==> src/rtl/span_fill_pkg.sv <==
// Shared graphics definitions for the span filler: screen geometry defaults,
// address width and the fill FSM state encoding.
package span_fill_pkg;

  localparam int unsigned SCREEN_W_DEF = 640;
  localparam int unsigned SCREEN_H_DEF = 480;
  localparam int unsigned ADDR_W       = 19;
  localparam int unsigned X_W          = 11;
  localparam int unsigned Y_W          = 10;

  typedef enum logic [1:0] {
    ST_IDLE,
    ST_SETUP,
    ST_WRITE,
    ST_FINISH
  } state_t;

  // y * w built from shifted copies of y, one per set bit of the constant w,
  // so synthesis produces a fixed adder tree rather than a multiplier.
  function automatic logic [ADDR_W-1:0] row_base(input logic [Y_W-1:0] y,
                                                 input int unsigned     w);
    logic [ADDR_W-1:0] acc;
    acc = '0;
    for (int unsigned i = 0; i < ADDR_W; i++) begin
      if (((w >> i) & 32'd1) != 32'd0) acc = acc + (ADDR_W'(y) << i);
    end
    return acc;
  endfunction

endpackage

==> src/rtl/span_fill_addr_gen.sv <==
// Span address generator: clamps the span end to the screen and forms the
// linear framebuffer address row_base(y) + x.
module span_addr_gen
  import span_fill_pkg::*;
#(
  parameter int unsigned SCREEN_W = SCREEN_W_DEF
) (
  input  logic [Y_W-1:0]    y_i,
  input  logic [X_W-1:0]    x_i,
  input  logic [X_W-1:0]    end_i,
  output logic [X_W-1:0]    end_clamp_o,
  output logic [ADDR_W-1:0] addr_o
);

  localparam logic [X_W-1:0] X_MAX = X_W'(SCREEN_W - 1);

  always_comb begin
    end_clamp_o = (end_i > X_MAX) ? X_MAX : end_i;
    addr_o      = row_base(y_i, SCREEN_W) + ADDR_W'(x_i);
  end

endmodule

==> src/rtl/span_fill.sv <==
// Horizontal span filler: latches a span request and writes one pixel per
// accepted framebuffer handshake, pulsing done when the span is complete.
module span_fill
  import span_fill_pkg::*;
#(
  parameter int unsigned SCREEN_W = SCREEN_W_DEF,
  parameter int unsigned SCREEN_H = SCREEN_H_DEF,
  parameter int unsigned COLOR_W  = 8
) (
  input  logic               clk,
  input  logic               reset,
  input  logic               draw,
  input  logic [10:0]        start_x,
  input  logic [10:0]        end_x,
  input  logic [9:0]         y_coord,
  input  logic [COLOR_W-1:0] color,
  input  logic               fb_ready,
  output logic               fb_we,
  output logic [18:0]        fb_addr,
  output logic [COLOR_W-1:0] fb_data,
  output logic               busy,
  output logic               done
);

  state_t               state_q, state_d;
  logic [X_W-1:0]       sx_q, sx_d;
  logic [X_W-1:0]       ex_q, ex_d;
  logic [Y_W-1:0]       y_q, y_d;
  logic [COLOR_W-1:0]   col_q, col_d;
  logic [X_W-1:0]       x_q, x_d;

  logic [X_W-1:0]       end_clamp;
  logic [ADDR_W-1:0]    pix_addr;
  logic                 span_empty;

  span_addr_gen #(.SCREEN_W(SCREEN_W)) u_addr_gen (
    .y_i         (y_q),
    .x_i         (x_q),
    .end_i       (ex_q),
    .end_clamp_o (end_clamp),
    .addr_o      (pix_addr)
  );

  assign span_empty = (32'(y_q) >= SCREEN_H) || (32'(sx_q) >= SCREEN_W) ||
                      (sx_q > end_clamp);

  always_ff @(posedge clk or posedge reset) begin
    if (reset) begin
      state_q <= ST_IDLE;
      sx_q    <= '0;
      ex_q    <= '0;
      y_q     <= '0;
      col_q   <= '0;
      x_q     <= '0;
    end else begin
      state_q <= state_d;
      sx_q    <= sx_d;
      ex_q    <= ex_d;
      y_q     <= y_d;
      col_q   <= col_d;
      x_q     <= x_d;
    end
  end

  always_comb begin
    state_d = state_q;
    sx_d    = sx_q;
    ex_d    = ex_q;
    y_d     = y_q;
    col_d   = col_q;
    x_d     = x_q;
    case (state_q)
      ST_IDLE: begin
        if (draw) begin
          sx_d    = start_x;
          ex_d    = end_x;
          y_d     = y_coord;
          col_d   = color;
          state_d = ST_SETUP;
        end
      end
      ST_SETUP: begin
        if (span_empty) begin
          state_d = ST_FINISH;
        end else begin
          x_d     = sx_q;
          state_d = ST_WRITE;
        end
      end
      ST_WRITE: begin
        if (fb_ready) begin
          if (x_q == end_clamp) state_d = ST_FINISH;
          else                  x_d     = x_q + 1'b1;
        end
      end
      ST_FINISH: state_d = ST_IDLE;
      default:   state_d = ST_IDLE;
    endcase
  end

  // Outputs decode from the state register alone, so the asynchronous reset
  // zeroes them in the same instant it forces IDLE.
  always_comb begin
    fb_we   = (state_q == ST_WRITE);
    fb_addr = fb_we ? pix_addr : '0;
    fb_data = fb_we ? col_q : '0;
    busy    = (state_q != ST_IDLE);
    done    = (state_q == ST_FINISH);
  end

endmodule

==> config.mk <==
export PLATFORM = sky130hd
export DESIGN_NAME = span_fill
export DESIGN_NICKNAME = d
export VERILOG_FILES = /design/src/rtl/span_fill_pkg.sv /design/src/rtl/span_fill_addr_gen.sv /design/src/rtl/span_fill.sv
export SDC_FILE = /design/constraint.sdc
export NUM_CORES = 1
export LEC_CHECK = 0
export ABC_AREA = 1
export BUFFER_PORTS_ARGS = -buffer_cell sky130_fd_sc_hd__buf_2
export CORE_MARGIN = 5
export CORE_UTILIZATION = 40
export CTS_CLUSTER_SIZE = 8
export DETAILED_ROUTE_END_ITERATION = 10
export PLACE_DENSITY_LB_ADDON = 0.12
export SKIP_CTS_REPAIR_TIMING = 1
export SYNTH_ARGS = -nofsm -noshare
export SYNTH_HDL_FRONTEND = slang
export SYNTH_SLANG_ARGS = --single-unit
==> constraint.sdc <==
create_clock -name clk -period 4.3 [get_ports clk]
set_input_delay 0.43 -clock clk [delete_from_list [all_inputs] [get_ports clk]]
set_output_delay 0.43 -clock clk [all_outputs]
set_load 0.1 [all_outputs]
==> impl_results.rst <==
.. list-table::
   :header-rows: 1

   * - Metric
     - Value
   * - Result of the run
     - finished clean
   * - CP top delay family
     - adder cells
   * - Number of distinct standard cells referenced by the synthesized netlist
     - 30
   * - Detailed-routing iteration count for the pre-antenna-repair pass
     - 4
   * - Element type at the critical path start
     - flop
   * - CP cell instances
     - fa_1 > inv_1 > fa_1 > inv_1 > a21oi_1 > o21ai_0 > o21ai_0 > a21oi_1 > buf_2
   * - Max layer used
     - met4
   * - Period utilization
     - 79.3%
   * - Final weighted congestion of routability-driven global placement
     - 0.831
   * - First-pass GRT wire length
     - 15200 microns
   * - Share of Yosys cell area claimed by the top area cell type
     - 35.5%
   * - Sum of met2 wire segment lengths after detailed routing
     - 4210 microns
   * - Syn avg cell area
     - 8.01 sq um
   * - Residual DRC count
     - 0
   * - Overall die area
     - 11400 sq um
   * - Number of levels the H-tree was split into
     - 2
   * - Largest fanout of any net on the critical path
     - 6
   * - Required time of the worst setup path
     - 3.87 ns
   * - Area of the mapped netlist
     - 3730 sq um
   * - Area growth from synthesis to layout
     - 15.7%
   * - Via count of the first global-routing pass
     - 3157
   * - CTS buffer count
     - 5
   * - Initial antenna violation count
     - 0
   * - Worst R2R Start
     - ex_q[7]
   * - Unrepaired setup endpoints after global routing
     - no
   * - Max clock buf depth
     - 2
   * - Worst r2r dst
     - x_q[7]
   * - Total clock sinks
     - 53
   * - Final antenna-violating net count
     - 0
   * - Total core area
     - 9150 sq um
   * - Most area-consuming cells after synthesis
     - dfrtp_1 36%, ha_1 12%, nand2_1 9.6%
   * - Worst reg-to-reg path cell count
     - 14
   * - WS Path Type
     - flop to output pin
   * - Starting density of the core
     - 40.8%
   * - Number of nets in the layout
     - 614
   * - Total number of yosys warnings
     - 0
   * - Post-synthesis sequential element count
     - 53
   * - Total routing resource utilization after global routing
     - 16.2%
   * - Predominant post-synthesis flop cell
     - dfrtp_1
   * - Asr flop ratio synth
     - 100%
   * - Nets in the synthesized netlist
     - 548
   * - Average wire per cell in the routed design
     - 13.7 microns
   * - Critical path capture point type
     - output pin
   * - Top-Level Pins
     - 74
   * - Final Routed Wirelength
     - 8800 microns
   * - Tightest Hold Check Type
     - input port to asynchronous set/reset pin
   * - Input/output buffers
     - 73
   * - CTS tree
     - done
   * - Summed negative setup slack over all endpoints
     - 0 ns
   * - Post-synth EDFFs
     - 0
   * - First-iteration detailed-routing DRC count
     - 108
   * - Post-Route Skew
     - 0.00612 ns
   * - Worst-path cell with the longest stage delay
     - fa_1
   * - Clock root buffer master
     - clkbuf_8
   * - Number of cell rows
     - 35
   * - Vias after detailed routing
     - 3199
   * - Gate Count Post-Synth
     - 466
   * - Number of pins with negative max-slew slack in the final report
     - 0
   * - Signal arrival time at the worst endpoint
     - 2.98 ns
   * - Vias per inst
     - 4.97
   * - Met3 wire length
     - 343 microns
   * - Floorplan die height
     - 107 microns
   * - Number of setup violations in the final report
     - 0
   * - Overflow left after global routing
     - 0
   * - Wire length on met1
     - 4160 microns
   * - Worst-case register-to-register setup slack
     - 1.58 ns
   * - Biggest cell delay along the critical path
     - 0.59 ns
   * - Pin count of the biggest net entering global routing
     - 54
   * - Hold Violations, Final
     - 0
   * - Rel. slew slack
     - 29.4%
   * - Max-Cap Viols
     - 0
   * - Top cell type by total area after synthesis
     - dfrtp_1
   * - Buf/Inv on CP
     - 3
   * - Clock latency on the worst-skew pair
     - 0.31 ns
   * - Minimum period implied by the final worst setup slack
     - 3.41 ns
   * - Half-perimeter wire length after placement
     - 6900 microns
   * - Maximum frequency from static timing analysis
     - 293 MHz
   * - Die width
     - 107 microns
   * - Fraction of layout instances using a drive strength above 1
     - 23.1%
   * - Clock edge transition at the registers on the reported setup and hold paths
     - 0.10 ns
   * - Diode count
     - 0
   * - Portion of the post-synthesis area used by sequential elements
     - 35.5%
   * - Worst Max-Slew Pin Slew
     - 1.05 ns
## cell type report
| class | instances | area (sq um) |
|---|---|---|
| Clock buffer | 5 | 68.8 |
| Clock inverter | 3 | 65.1 |
| Fill cell | 934 | 4840 |
| Inverter | 67 | 251 |
| Multi-Input combinational cell | 328 | 2070 |
| Sequential cell | 53 | 1330 |
| Tap cell | 111 | 139 |
| Timing Repair Buffer | 77 | 395 |
## worst min-delay path, cell delays in order
cell and delay [ns]:
buf_2 0.10, inv_2 0.03, buf_4 0.53
## logic make-up (layout without fill, tap and decap cells)
kind of cell / after synthesis / in the layout / share of synthesized area [%]
mux: 28 / 28 / 8.45
buf+inv: 85 / 152 / 9.05
simple gates: 183 / 183 / 21.6
fa+ha+maj: 38 / 38 / 13.3
flops: 53 / 53 / 35.5
xor+xnor: 8 / 8 / 1.88
compound gates: 70 / 70 / 10.0
other cells: 1 / 1 / 0.101
## cell usage in the layout (no fill, tap or decap), types with 2 or more instances in the layout
master,netlist,final
nand2_1,95,94
buf_2,3,73
inv_1,67,66
dfrtp_1,53,53
nor2_1,36,36
ha_1,35,35
a21oi_1,34,34
mux2_2,28,28
o21ai_0,27,27
nand4_1,22,22
nand3_1,18,18
xor2_1,7,7
clkbuf_8,0,5
nand3_2,4,4
nor3_1,4,4
buf_4,0,4
fa_1,3,3
or2_2,2,2
o2111ai_1,2,2
o31ai_1,2,2
bufinv_16,0,2
## worst max-delay path by stage
stage / from / endpoint / slack [ns] / cells past startpoint
2_1_floorplan: state_q[0] / fb_addr[10] / 0.37 / 6
3_3_place_gp: x_q[9] / fb_addr[16] / 1.27 / 9
3_5_place_dp: x_q[9] / fb_addr[16] / 1.25 / 9
4_1_cts: x_q[9] / fb_addr[16] / 0.89 / 9
5_1_grt: x_q[10] / fb_addr[15] / 0.64 / 9
6_report: x_q[9] / fb_addr[16] / 0.89 / 9
## flip-flops by register name, summed over array words and instances, names as in the netlist
signal	cells
ex_q	11
state_q	2
y_q	10
sx_q	11
col_q	8
x_q	11
## synth_stat cells, types with 2 or more instances
| library cell | number |
|---|---|
| nand2_1 | 95 |
| inv_1 | 67 |
| dfrtp_1 | 53 |
| nor2_1 | 36 |
| ha_1 | 35 |
| a21oi_1 | 34 |
| mux2_2 | 28 |
| o21ai_0 | 27 |
| nand4_1 | 22 |
| nand3_1 | 18 |
| clkbuf_1 | 11 |
| xor2_1 | 7 |
| nand3_2 | 4 |
| nor3_1 | 4 |
| buf_2 | 3 |
| fa_1 | 3 |
| buf_1 | 2 |
| buf_6 | 2 |
| o2111ai_1 | 2 |
| o31ai_1 | 2 |
| or2_2 | 2 |
## layer usage
metal | up-vias | global-route usage [%]
met5 | - | 0
met1 | 1467 | 22.3
met2 | 60 | 27.2
met3 | 9 | 2.29
li1 | 1663 | -
met4 | 0 | 3.74
## stage by stage
step / hold WS (ns) / std cells / utilization (%) / worst slack (ns) / instance area (sq um)
after floorplan: 0.479 / 466 / - / 0.375 / 3730
after global placement: 0.488 / 636 / 45.7 / 1.27 / 4180
after detailed placement: 0.494 / 636 / 45.7 / 1.25 / 4180
after CTS: 0.320 / 644 / 47.1 / 0.890 / 4320
after global routing: 0.331 / 644 / 47.1 / 0.635 / 4320
final: 0.290 / 644 / 47.1 / 0.890 / 4320
Power is not shown: default switching activity piles up to over one toggle a cycle in this logic, so the estimate is an artifact.
